File: config.mk
export PLATFORM = sky130hd
export DESIGN_NAME = rs_bank
export DESIGN_NICKNAME = d
export VERILOG_FILES = /design/src/rtl/rs_bank.sv
export SDC_FILE = /design/constraint.sdc
export NUM_CORES = 2
export LEC_CHECK = 0
export CORE_AREA = 2 2 345 347
export DETAILED_ROUTE_END_ITERATION = 6
export DIE_AREA = 0 0 347 349
export PLACE_DENSITY = 0.6
export SYNTH_ARGS = -nofsm -noshare
export SYNTH_HDL_FRONTEND = slang
export SYNTH_SLANG_ARGS = --single-unit
File: constraint.sdc
create_clock -name i_clock -period 3.65 [get_ports i_clock]
set_clock_uncertainty 0.05 [all_clocks]
set_input_delay 0.73 -clock i_clock [delete_from_list [all_inputs] [get_ports i_clock]]
set_output_delay 0.73 -clock i_clock [all_outputs]
set_load 0.02 [all_outputs]
File: src/rtl/rs_bank.sv
// Reservation-station bank: holds renamed ops until both sources are ready, snooping the CDB.
// Optional RS_BANK_PERF_EN adds full-cycle and dispatched-op counters.
module rs_bank #(
  parameter int unsigned NUM_ENTRIES    = 8,
  parameter int unsigned DISPATCH_WIDTH = 2,
  parameter int unsigned CDB_WIDTH      = 3,
  parameter int unsigned CLEAR_WIDTH    = 2,
  parameter int unsigned TAG_W          = 6,
  parameter int unsigned PAYLOAD_W      = 64
) (
  input  logic                                       i_clock,
  input  logic                                       i_reset,
  input  logic                                       i_mispredict,
  input  logic [DISPATCH_WIDTH-1:0]                  i_disp_valid,
  input  logic [DISPATCH_WIDTH*TAG_W-1:0]            i_disp_src1_tag,
  input  logic [DISPATCH_WIDTH*TAG_W-1:0]            i_disp_src2_tag,
  input  logic [DISPATCH_WIDTH*TAG_W-1:0]            i_disp_dest_tag,
  input  logic [DISPATCH_WIDTH-1:0]                  i_disp_src1_ready,
  input  logic [DISPATCH_WIDTH-1:0]                  i_disp_src2_ready,
  input  logic [DISPATCH_WIDTH*PAYLOAD_W-1:0]        i_disp_payload,
  output logic [$clog2(NUM_ENTRIES):0]               o_free_count,
  input  logic [CDB_WIDTH-1:0]                       i_cdb_valid,
  input  logic [CDB_WIDTH*TAG_W-1:0]                 i_cdb_tag,
  input  logic [CLEAR_WIDTH-1:0]                     i_clear_valid,
  input  logic [CLEAR_WIDTH*$clog2(NUM_ENTRIES)-1:0] i_clear_idx,
  output logic [NUM_ENTRIES-1:0]                     o_ent_valid,
  output logic [NUM_ENTRIES-1:0]                     o_ent_src1_ready,
  output logic [NUM_ENTRIES-1:0]                     o_ent_src2_ready,
  output logic [NUM_ENTRIES*TAG_W-1:0]               o_ent_src1_tag,
  output logic [NUM_ENTRIES*TAG_W-1:0]               o_ent_src2_tag,
  output logic [NUM_ENTRIES*TAG_W-1:0]               o_ent_dest_tag,
  output logic [NUM_ENTRIES*PAYLOAD_W-1:0]           o_ent_payload,
`ifdef RS_BANK_PERF_EN
  output logic [31:0]                                o_perf_full_cycles,
  output logic [31:0]                                o_perf_dispatched,
`endif
  output logic                                       o_overflow
);

  localparam int unsigned IDX_W  = $clog2(NUM_ENTRIES);
  localparam int unsigned CNT_W  = IDX_W + 1;
  localparam int unsigned SLOT_W = (DISPATCH_WIDTH > 1) ? $clog2(DISPATCH_WIDTH) : 1;

  logic [NUM_ENTRIES-1:0] r_valid, r_s1_rdy, r_s2_rdy;
  logic [TAG_W-1:0]       r_s1_tag  [NUM_ENTRIES];
  logic [TAG_W-1:0]       r_s2_tag  [NUM_ENTRIES];
  logic [TAG_W-1:0]       r_dst_tag [NUM_ENTRIES];
  logic [PAYLOAD_W-1:0]   r_payload [NUM_ENTRIES];
  logic                   r_overflow;

  logic [TAG_W-1:0]        w_d_s1_tag  [DISPATCH_WIDTH];
  logic [TAG_W-1:0]        w_d_s2_tag  [DISPATCH_WIDTH];
  logic [TAG_W-1:0]        w_d_dst_tag [DISPATCH_WIDTH];
  logic [PAYLOAD_W-1:0]    w_d_payload [DISPATCH_WIDTH];
  logic [DISPATCH_WIDTH-1:0] w_d_s1_rdy, w_d_s2_rdy;

  logic [NUM_ENTRIES-1:0] w_alloc_mask, w_clear, w_s1_hit, w_s2_hit;
  logic [SLOT_W-1:0]      w_alloc_slot [NUM_ENTRIES];
  logic                   w_drop, w_found;
  logic [CNT_W-1:0]       w_used;

  function automatic logic cdb_hit(input logic [TAG_W-1:0]           tag,
                                   input logic [CDB_WIDTH-1:0]       vld,
                                   input logic [CDB_WIDTH*TAG_W-1:0] tags);
    logic hit;
    hit = 1'b0;
    for (int c = 0; c < CDB_WIDTH; c++) begin
      if (vld[c] && (tags[c*TAG_W +: TAG_W] == tag)) hit = 1'b1;
    end
    return hit;
  endfunction

  // Tag 0 and same-cycle CDB broadcasts make a source ready on write.
  always_comb begin
    for (int s = 0; s < DISPATCH_WIDTH; s++) begin
      w_d_s1_tag[s]  = i_disp_src1_tag[s*TAG_W +: TAG_W];
      w_d_s2_tag[s]  = i_disp_src2_tag[s*TAG_W +: TAG_W];
      w_d_dst_tag[s] = i_disp_dest_tag[s*TAG_W +: TAG_W];
      w_d_payload[s] = i_disp_payload[s*PAYLOAD_W +: PAYLOAD_W];
      w_d_s1_rdy[s]  = i_disp_src1_ready[s] || (w_d_s1_tag[s] == '0) ||
                       cdb_hit(w_d_s1_tag[s], i_cdb_valid, i_cdb_tag);
      w_d_s2_rdy[s]  = i_disp_src2_ready[s] || (w_d_s2_tag[s] == '0) ||
                       cdb_hit(w_d_s2_tag[s], i_cdb_valid, i_cdb_tag);
    end
  end

  // Slot-ordered allocation over entries free in the registered state only.
  always_comb begin
    w_alloc_mask = '0;
    w_drop       = 1'b0;
    w_found      = 1'b0;
    for (int e = 0; e < NUM_ENTRIES; e++) w_alloc_slot[e] = '0;
    for (int s = 0; s < DISPATCH_WIDTH; s++) begin
      if (i_disp_valid[s]) begin
        w_found = 1'b0;
        for (int e = 0; e < NUM_ENTRIES; e++) begin
          if (!w_found && !r_valid[e] && !w_alloc_mask[e]) begin
            w_alloc_mask[e] = 1'b1;
            w_alloc_slot[e] = SLOT_W'(s);
            w_found         = 1'b1;
          end
        end
        if (!w_found) w_drop = 1'b1;
      end
    end
  end

  always_comb begin
    w_clear = '0;
    for (int k = 0; k < CLEAR_WIDTH; k++) begin
      if (i_clear_valid[k]) w_clear[i_clear_idx[k*IDX_W +: IDX_W]] = 1'b1;
    end
  end

  always_comb begin
    w_used = '0;
    for (int e = 0; e < NUM_ENTRIES; e++) begin
      w_s1_hit[e] = !r_s1_rdy[e] && cdb_hit(r_s1_tag[e], i_cdb_valid, i_cdb_tag);
      w_s2_hit[e] = !r_s2_rdy[e] && cdb_hit(r_s2_tag[e], i_cdb_valid, i_cdb_tag);
      w_used      = w_used + CNT_W'(r_valid[e]);
    end
  end

  always_ff @(posedge i_clock or negedge i_reset) begin
    if (!i_reset) begin
      r_valid    <= '0;
      r_s1_rdy   <= '0;
      r_s2_rdy   <= '0;
      r_overflow <= 1'b0;
      for (int e = 0; e < NUM_ENTRIES; e++) begin
        r_s1_tag[e]  <= '0;
        r_s2_tag[e]  <= '0;
        r_dst_tag[e] <= '0;
        r_payload[e] <= '0;
      end
    end else if (i_mispredict) begin
      r_valid <= '0;
    end else begin
      if (w_drop) r_overflow <= 1'b1;
      for (int e = 0; e < NUM_ENTRIES; e++) begin
        if (w_alloc_mask[e]) begin
          r_valid[e]   <= 1'b1;
          r_s1_tag[e]  <= w_d_s1_tag[w_alloc_slot[e]];
          r_s2_tag[e]  <= w_d_s2_tag[w_alloc_slot[e]];
          r_dst_tag[e] <= w_d_dst_tag[w_alloc_slot[e]];
          r_payload[e] <= w_d_payload[w_alloc_slot[e]];
          r_s1_rdy[e]  <= w_d_s1_rdy[w_alloc_slot[e]];
          r_s2_rdy[e]  <= w_d_s2_rdy[w_alloc_slot[e]];
        end else if (r_valid[e]) begin
          if (w_clear[e]) begin
            r_valid[e] <= 1'b0;
          end else begin
            if (w_s1_hit[e]) r_s1_rdy[e] <= 1'b1;
            if (w_s2_hit[e]) r_s2_rdy[e] <= 1'b1;
          end
        end
      end
    end
  end

  assign o_free_count     = CNT_W'(NUM_ENTRIES) - w_used;
  assign o_ent_valid      = r_valid;
  assign o_ent_src1_ready = r_s1_rdy;
  assign o_ent_src2_ready = r_s2_rdy;
  assign o_overflow       = r_overflow;

  for (genvar e = 0; e < NUM_ENTRIES; e++) begin : g_out
    assign o_ent_src1_tag[e*TAG_W +: TAG_W]         = r_s1_tag[e];
    assign o_ent_src2_tag[e*TAG_W +: TAG_W]         = r_s2_tag[e];
    assign o_ent_dest_tag[e*TAG_W +: TAG_W]         = r_dst_tag[e];
    assign o_ent_payload[e*PAYLOAD_W +: PAYLOAD_W]  = r_payload[e];
  end

`ifdef RS_BANK_PERF_EN
  logic [31:0]      r_perf_full, r_perf_disp;
  logic [CNT_W-1:0] w_n_alloc;

  always_comb begin
    w_n_alloc = '0;
    for (int e = 0; e < NUM_ENTRIES; e++) w_n_alloc = w_n_alloc + CNT_W'(w_alloc_mask[e]);
  end

  always_ff @(posedge i_clock or negedge i_reset) begin
    if (!i_reset) begin
      r_perf_full <= '0;
      r_perf_disp <= '0;
    end else begin
      if ((w_used == CNT_W'(NUM_ENTRIES)) && (r_perf_full != '1)) r_perf_full <= r_perf_full + 32'd1;
      if (!i_mispredict) r_perf_disp <= r_perf_disp + 32'(w_n_alloc);
    end
  end

  assign o_perf_full_cycles = r_perf_full;
  assign o_perf_dispatched  = r_perf_disp;
`endif

endmodule
Yosys cells after proc, flatten, opt, wreduce, memory -nomap -nowiden
Cells that the tools add are included.
W data, S select, Z words.
{"block": "word_totals", "regBits": 681, "input_bits": 202, "out_inout_bits": 685, "wordCells": 707}
{"block": "op_classes", "add_sub_neg": 8, "order_cmp": 20, "eq_ne": 68, "n_mux": 344, "bitwise": 10, "reduce_logical": 207}
{"operator": "$mux W64", "n": 24}
{"operator": "$mux W6", "n": 72}
{"operator": "$eq A6 B6 Y1", "n": 60}
{"operator": "$mux W1", "n": 240}
{"operator": "$logic_and A1 B1 Y1", "n": 100}
{"operator": "$reduce_and A4 Y1", "n": 16}
{"operator": "$mux W8", "n": 6}
{"operator": "$reduce_bool A2 Y1", "n": 24}
{"operator": "$logic_not A1 Y1", "n": 46}
{"operator": "$logic_not A6 Y1", "n": 4}
{"operator": "$reduce_and A2 Y1", "n": 9}
{"operator": "$add A4 B1 Y4", "n": 4}
{"operator": "$ge A2 B2 Y1 const B", "n": 8}
{"operator": "$lt A1 B2 Y1 const B", "n": 8}
{"operator": "$ne A2 B2 Y1 const B", "n": 8}
{"operator": "$not A1 Y2", "n": 8}
{"operator": "$logic_or A1 B1 Y1", "n": 8}
{"operator": "$lt A3 B4 Y1 const B", "n": 2}
{"operator": "$or A8 B8 Y8", "n": 1}
{"operator": "$demux W1 S3", "n": 2}
{"operator": "$ge A3 B1 Y1 const B", "n": 2}
{"operator": "$add A3 B1 Y4", "n": 1}
{"operator": "$sub A4 B4 Y4 const A", "n": 1}
{"operator": "$add A2 B1 Y3", "n": 1}
{"operator": "2 further kinds", "n": 2}

Depth between registers and ports, before layout
{"block": "logic_depth", "ltp_word": 73, "mapped_depth": 10, "ltp_nobuf": 6}

Worst setup path before layout
OpenSTA, ideal clock, no wires.
{"block": "synth_timing", "kind": "flip-flop to output port", "startpoint": "register r_valid[1], in the netlist o_ent_valid[1]", "endpoint": "output port o_free_count[2]", "arrival_time_ps": 2521, "slack_ps": 349, "path_stages_with_launch": 7, "n_path_buf": 0, "path_cell_list": "dfrtp_1 fa_1 inv_1 ha_1 fa_1 fa_1 ha_1"}
{"block": "synth_via", "elab_chain_cells": 8}
{"item": "from (decl)", "line": "44", "rtl": "logic [NUM_ENTRIES-1:0] r_valid, r_s1_rdy, r_s2_rdy;"}
{"item": "from (signal assigned)", "line": "126", "rtl": "r_valid <= '0;"}
{"item": "from (signal assigned)", "line": "137", "rtl": "r_valid <= '0;"}
{"item": "from (signal, indexed assignment)", "line": "142", "rtl": "r_valid[e] <= 1'b1;"}
{"item": "$add A1 B1 Y2", "line": "120", "rtl": "w_used = w_used + CNT_W'(r_valid[e]);"}
{"item": "$add A2 B1 Y3", "line": "120"}
{"item": "$add A3 B1 Y4", "line": "120"}
{"item": "$add A4 B1 Y4 (4 in a row)", "line": "120"}
{"item": "$sub A4 B4 Y4", "line": "161", "rtl": "assign o_free_count = CNT_W'(NUM_ENTRIES) - w_used;"}
{"item": "to (decl)", "line": "21", "rtl": "output logic [$clog2(NUM_ENTRIES):0] o_free_count,"}
No other way between the ends.

Worst setup path after layout
{"block": "layout_timing", "startpoint": "register r_valid[4], in the netlist o_ent_valid[4]", "endpoint": "output port o_free_count[2]"}
{"block": "layout_via", "elab_chain_cells": 5}
{"item": "$add A4 B1 Y4 (4 in a row)", "line": "120"}
{"item": "$sub A4 B4 Y4", "line": "161"}
No other way between the ends.

==> impl_results.md <==
- H-tree depth: 3
- Final Hold Fails: 0
- Critical path type: reg2out
- Sequential fraction of design power: 36.5%
- Cell area after technology mapping: 36700 um^2
- Critical path arrival: 3040 ps
- Final Core Density: 42.9%
- Initial antenna violation count: 7
- Ys Warns: 0
- Synthesized instance count: 3818
- WP data required: 2870 ps
- Max Slew Vio Count: 0
- CP Launch Point: o_ent_valid[4]$_DFF_PN0_
- Post-synthesis sequential area ratio: 46.4%
- Clock power share: 29.5%
- Port bufs: 886
- First drt pass iteration count: 7
- CP Max Fanout: 2
- Synthesized area per cell: 9.62 um^2
- Share of cells above drive strength 1: 7.42%
- Clk sinks: 681
- Max-Cap Viols: 0
- Post-route minimum period: 3820 ps
- Starting Density: 31.3%
- Max Freq: 262 MHz
- CORE AREA: 117000 um^2
- DRC Markers: 0
- Slew of the pin with the lowest slew margin: 1250 ps
- CTS tree: yes
- Post-synth EDFFs: 0
- Run status: finished, violations left
- Reg-to-Reg Start: o_ent_valid[1]$_DFF_PN0_
- Worst-path clk slew: 60 ps
- Predominant post-synthesis flop cell: dfrtp_1
- Element type at the critical path end: output port
- Switching share of power: 36.2%
- Final setup margin: -171 ps
- Total power: 28.7 mW
- Final nets: 4728
- P_leak: 23.8 nW
- IO Pins: 887
- Die height: 349 um
- Min-Delay Path Class: in2async
- Largest net degree at the start of global routing: 96
- Syn nets: 4028
- Area Overhead vs Synth: 37.3%
- HPWL after DPL: 112000 um
- Sw Pwr: 10.4 mW
- VDD IR max: 0.387 mV
- Worst slew margin: 16.8%
- Tcrit/Tclk final: 105%
- DR vias/cell: 5.19
- Clock Tree Buf Depth: 3
- Root Buffer: clkbuf_16
- FF+latch count, synth: 681
- Failing checks: negative setup slack
- Number of setup violations in the final report: 3
- Antenna-violating nets left: 0
- Int Power: 18.3 mW
- Die Wd: 347 um
- Gate power share: 34.0%
- Gpl congestion: 0.937
- Number of global-route vias before repair: 31400
- WL final: 159000 um
- Grt ovf: 0
- Filler Cells Inserted: 11300
- Dpl ws: 63.9 ps
- First-pass GRT wire length: 228000 um
- Crit start category: register
- Die area: 121000 um^2
- Unrepaired setup endpoints after global routing: yes
- Yosys cell types: 60
- Clock Latency Late Sink: 670 ps
- Tot GR Track Use: 25.5%
- DRT iter0 DRCs: 2302
- Row count: 126
- Pwr Density: 569 nW/um^2
- Wire per inst: 25.9 um
- Async set-reset flop share out of synthesis: 100%
- DR vias: 31700
- CTS buffer count: 82
-- area by class of cell --
cell class / count / area (um^2) / share of cell area [%]
clock buffers: 115 / 2370 / 4.69
clock inverters: 35 / 378 / 0.749
inverters: 12 / 45.0 / 0.0893
repair buffers: 1059 / 10800 / 21.5
well taps: 1536 / 1920 / 3.81
diodes: 1 / 2.50 / 0.00496
flip-flops and latches: 681 / 17000 / 33.8
multi-input cells: 2682 / 17800 / 35.4
-- registers in the layout, summed over array words and instances, names as in the netlist --
signal,flops
o_ent_payload,512
o_ent_dest_tag,48
o_ent_src1_tag,48
o_ent_src2_tag,48
o_ent_src1_ready,8
o_ent_src2_ready,8
o_ent_valid,8
o_overflow,1
-- metal layers --
| layer | vias to the layer above | track usage (%) | wire [um] |
|---|---|---|---|
| met5 | - | 0 | 67 |
| met4 | 10 | 10.0 | 6130 |
| met3 | 311 | 7.09 | 13700 |
| met2 | 1382 | 41.1 | 73600 |
| met1 | 15600 | 32.2 | 65100 |
| li1 | 14400 | - | - |
-- final timing paths --
kind | endpoint | slack [ps] | depth (start not counted)
max in group asynchronous | o_ent_payload[205]$_DFFE_PN0P_ | 2460 | 2
min in group i_clock | o_ent_payload[240]$_DFFE_PN0P_ | 420 | 2
min | o_ent_payload[46]$_DFFE_PN0P_ | 20 | 1
min reg2reg | o_ent_payload[240]$_DFFE_PN0P_ | 420 | 2
max | o_free_count[2] | -170 | 7
max reg2reg | o_ent_src2_ready[7]$_DFFE_PN0P_ | 590 | 7
-- worst max-delay path, cell delays in order (launching register included) --
cell and delay, ps:
dfrtp_1 390, fa_1 550, inv_1 50, ha_2 160, fa_1 460, fa_2 370
ha_4 280, buf_8 120
-- cell families (layout without fill, tap and decap cells) --
group,count (synthesis),after routing,synth area share [%]
AOI/OAI and AO/OA,741,741,10.6
xor gates and xnor gates,364,364,8.68
adders and majority gates,11,11,0.436
buffers and inverters,455,1221,5.36
DFF,681,681,46.4
muxes,653,653,17.8
other,0,1,0
and+or+nand+nor,913,913,10.7
-- per-stage QoR --
stage	hold WS (ps)	instances	instance area, um^2	TNS [ps]
after detailed placement	419	5969	47600	0
after CTS	26.6	6119	50400	-662
after floorplan	384	3818	36700	0
after global placement	409	5969	47600	0
after global routing	40.4	6121	50400	-728
final	16.1	6121	50400	-426
-- layout by cell type, fill, tap and decap left out, drive strengths merged, types with 3 or more instances in the layout --
cell           instances
clkdlybuf4s50        881
dfrtp                681
mux2i                648
nand2                364
nor2                 353
a21oi                344
o21ai                341
xnor2                190
buf                  177
xor2                 174
clkbuf               115
nand4                 62
nor4                  52
inv                   20
clkinv                19
nor3                  18
a31oi                 16
or3                   14
nand3                 11
or4                   11
nor2b                  5
mux2                   5
o22ai                  5
nand2b                 5
nand4b                 4
nand3b                 4
a211oi                 4
bufinv                 4
clkinvlp               4
o21bai                 4
fa                     4
ha                     4
and3                   3
maj3                   3
nor4b                  3
a22o                   3
o41ai                  3
a2111oi                3
-- Yosys cell counts (3+ instances only) --
cell      instances  area (um^2)
nand4b_1          4         35.0
o21bai_1          4         30.0
clkbuf_1        276         1040
a22o_1            3         26.3
maj3_1            3         30.0
xnor2_1         190         1660
xor2_1          174         1520
ha_1              4         50.1
nand2_1         364         1370
nand4_1          62          388
o21ai_0         315         1580
nor2b_1           5         31.3
mux2_2            5         56.3
mux2i_1         648         6490
nor4b_1           3         26.3
dfrtp_1         681        17000
or3_1            14         87.6
a31oi_1          16          100
nor2_1          353         1330
nor4_1           51          319
o22ai_1           5         31.3
nand3_1          11         55.1
nor3_1           17         85.1
or4_1            11         82.6
nand2b_1          5         31.3
a211oi_1          4         30.0
fa_1              4         80.1
and3_1            3         18.8
nand3b_1          4         30.0
buf_6            10          113
buf_2           134          671
o21ai_1          26          130
buf_1            18         67.6
a21oi_1         344         1720
inv_1            12         45.0
o41ai_1           3         26.3
buf_4             5         37.5
-- timing repair --
action / CTS / global route
pin swaps: 1 / 0
setup buffers: 0 / 1
resized for setup: 8 / 1
hold buffers: 0 / 0
endpoints found under the setup margin: 4 / 3
-- power by group through the flow --
stage | logic [mW] | registers (mW) | clock network, mW
after floorplan | 2.86 | 12.1 | 0
after global placement | 9.66 | 10.5 | 0
after detailed placement | 9.76 | 10.5 | 0
after CTS | 9.82 | 10.4 | 8.64
after global routing | 10.4 | 10.6 | 8.93
final | 9.76 | 10.5 | 8.45
Power figures use the tool's default switching activity.
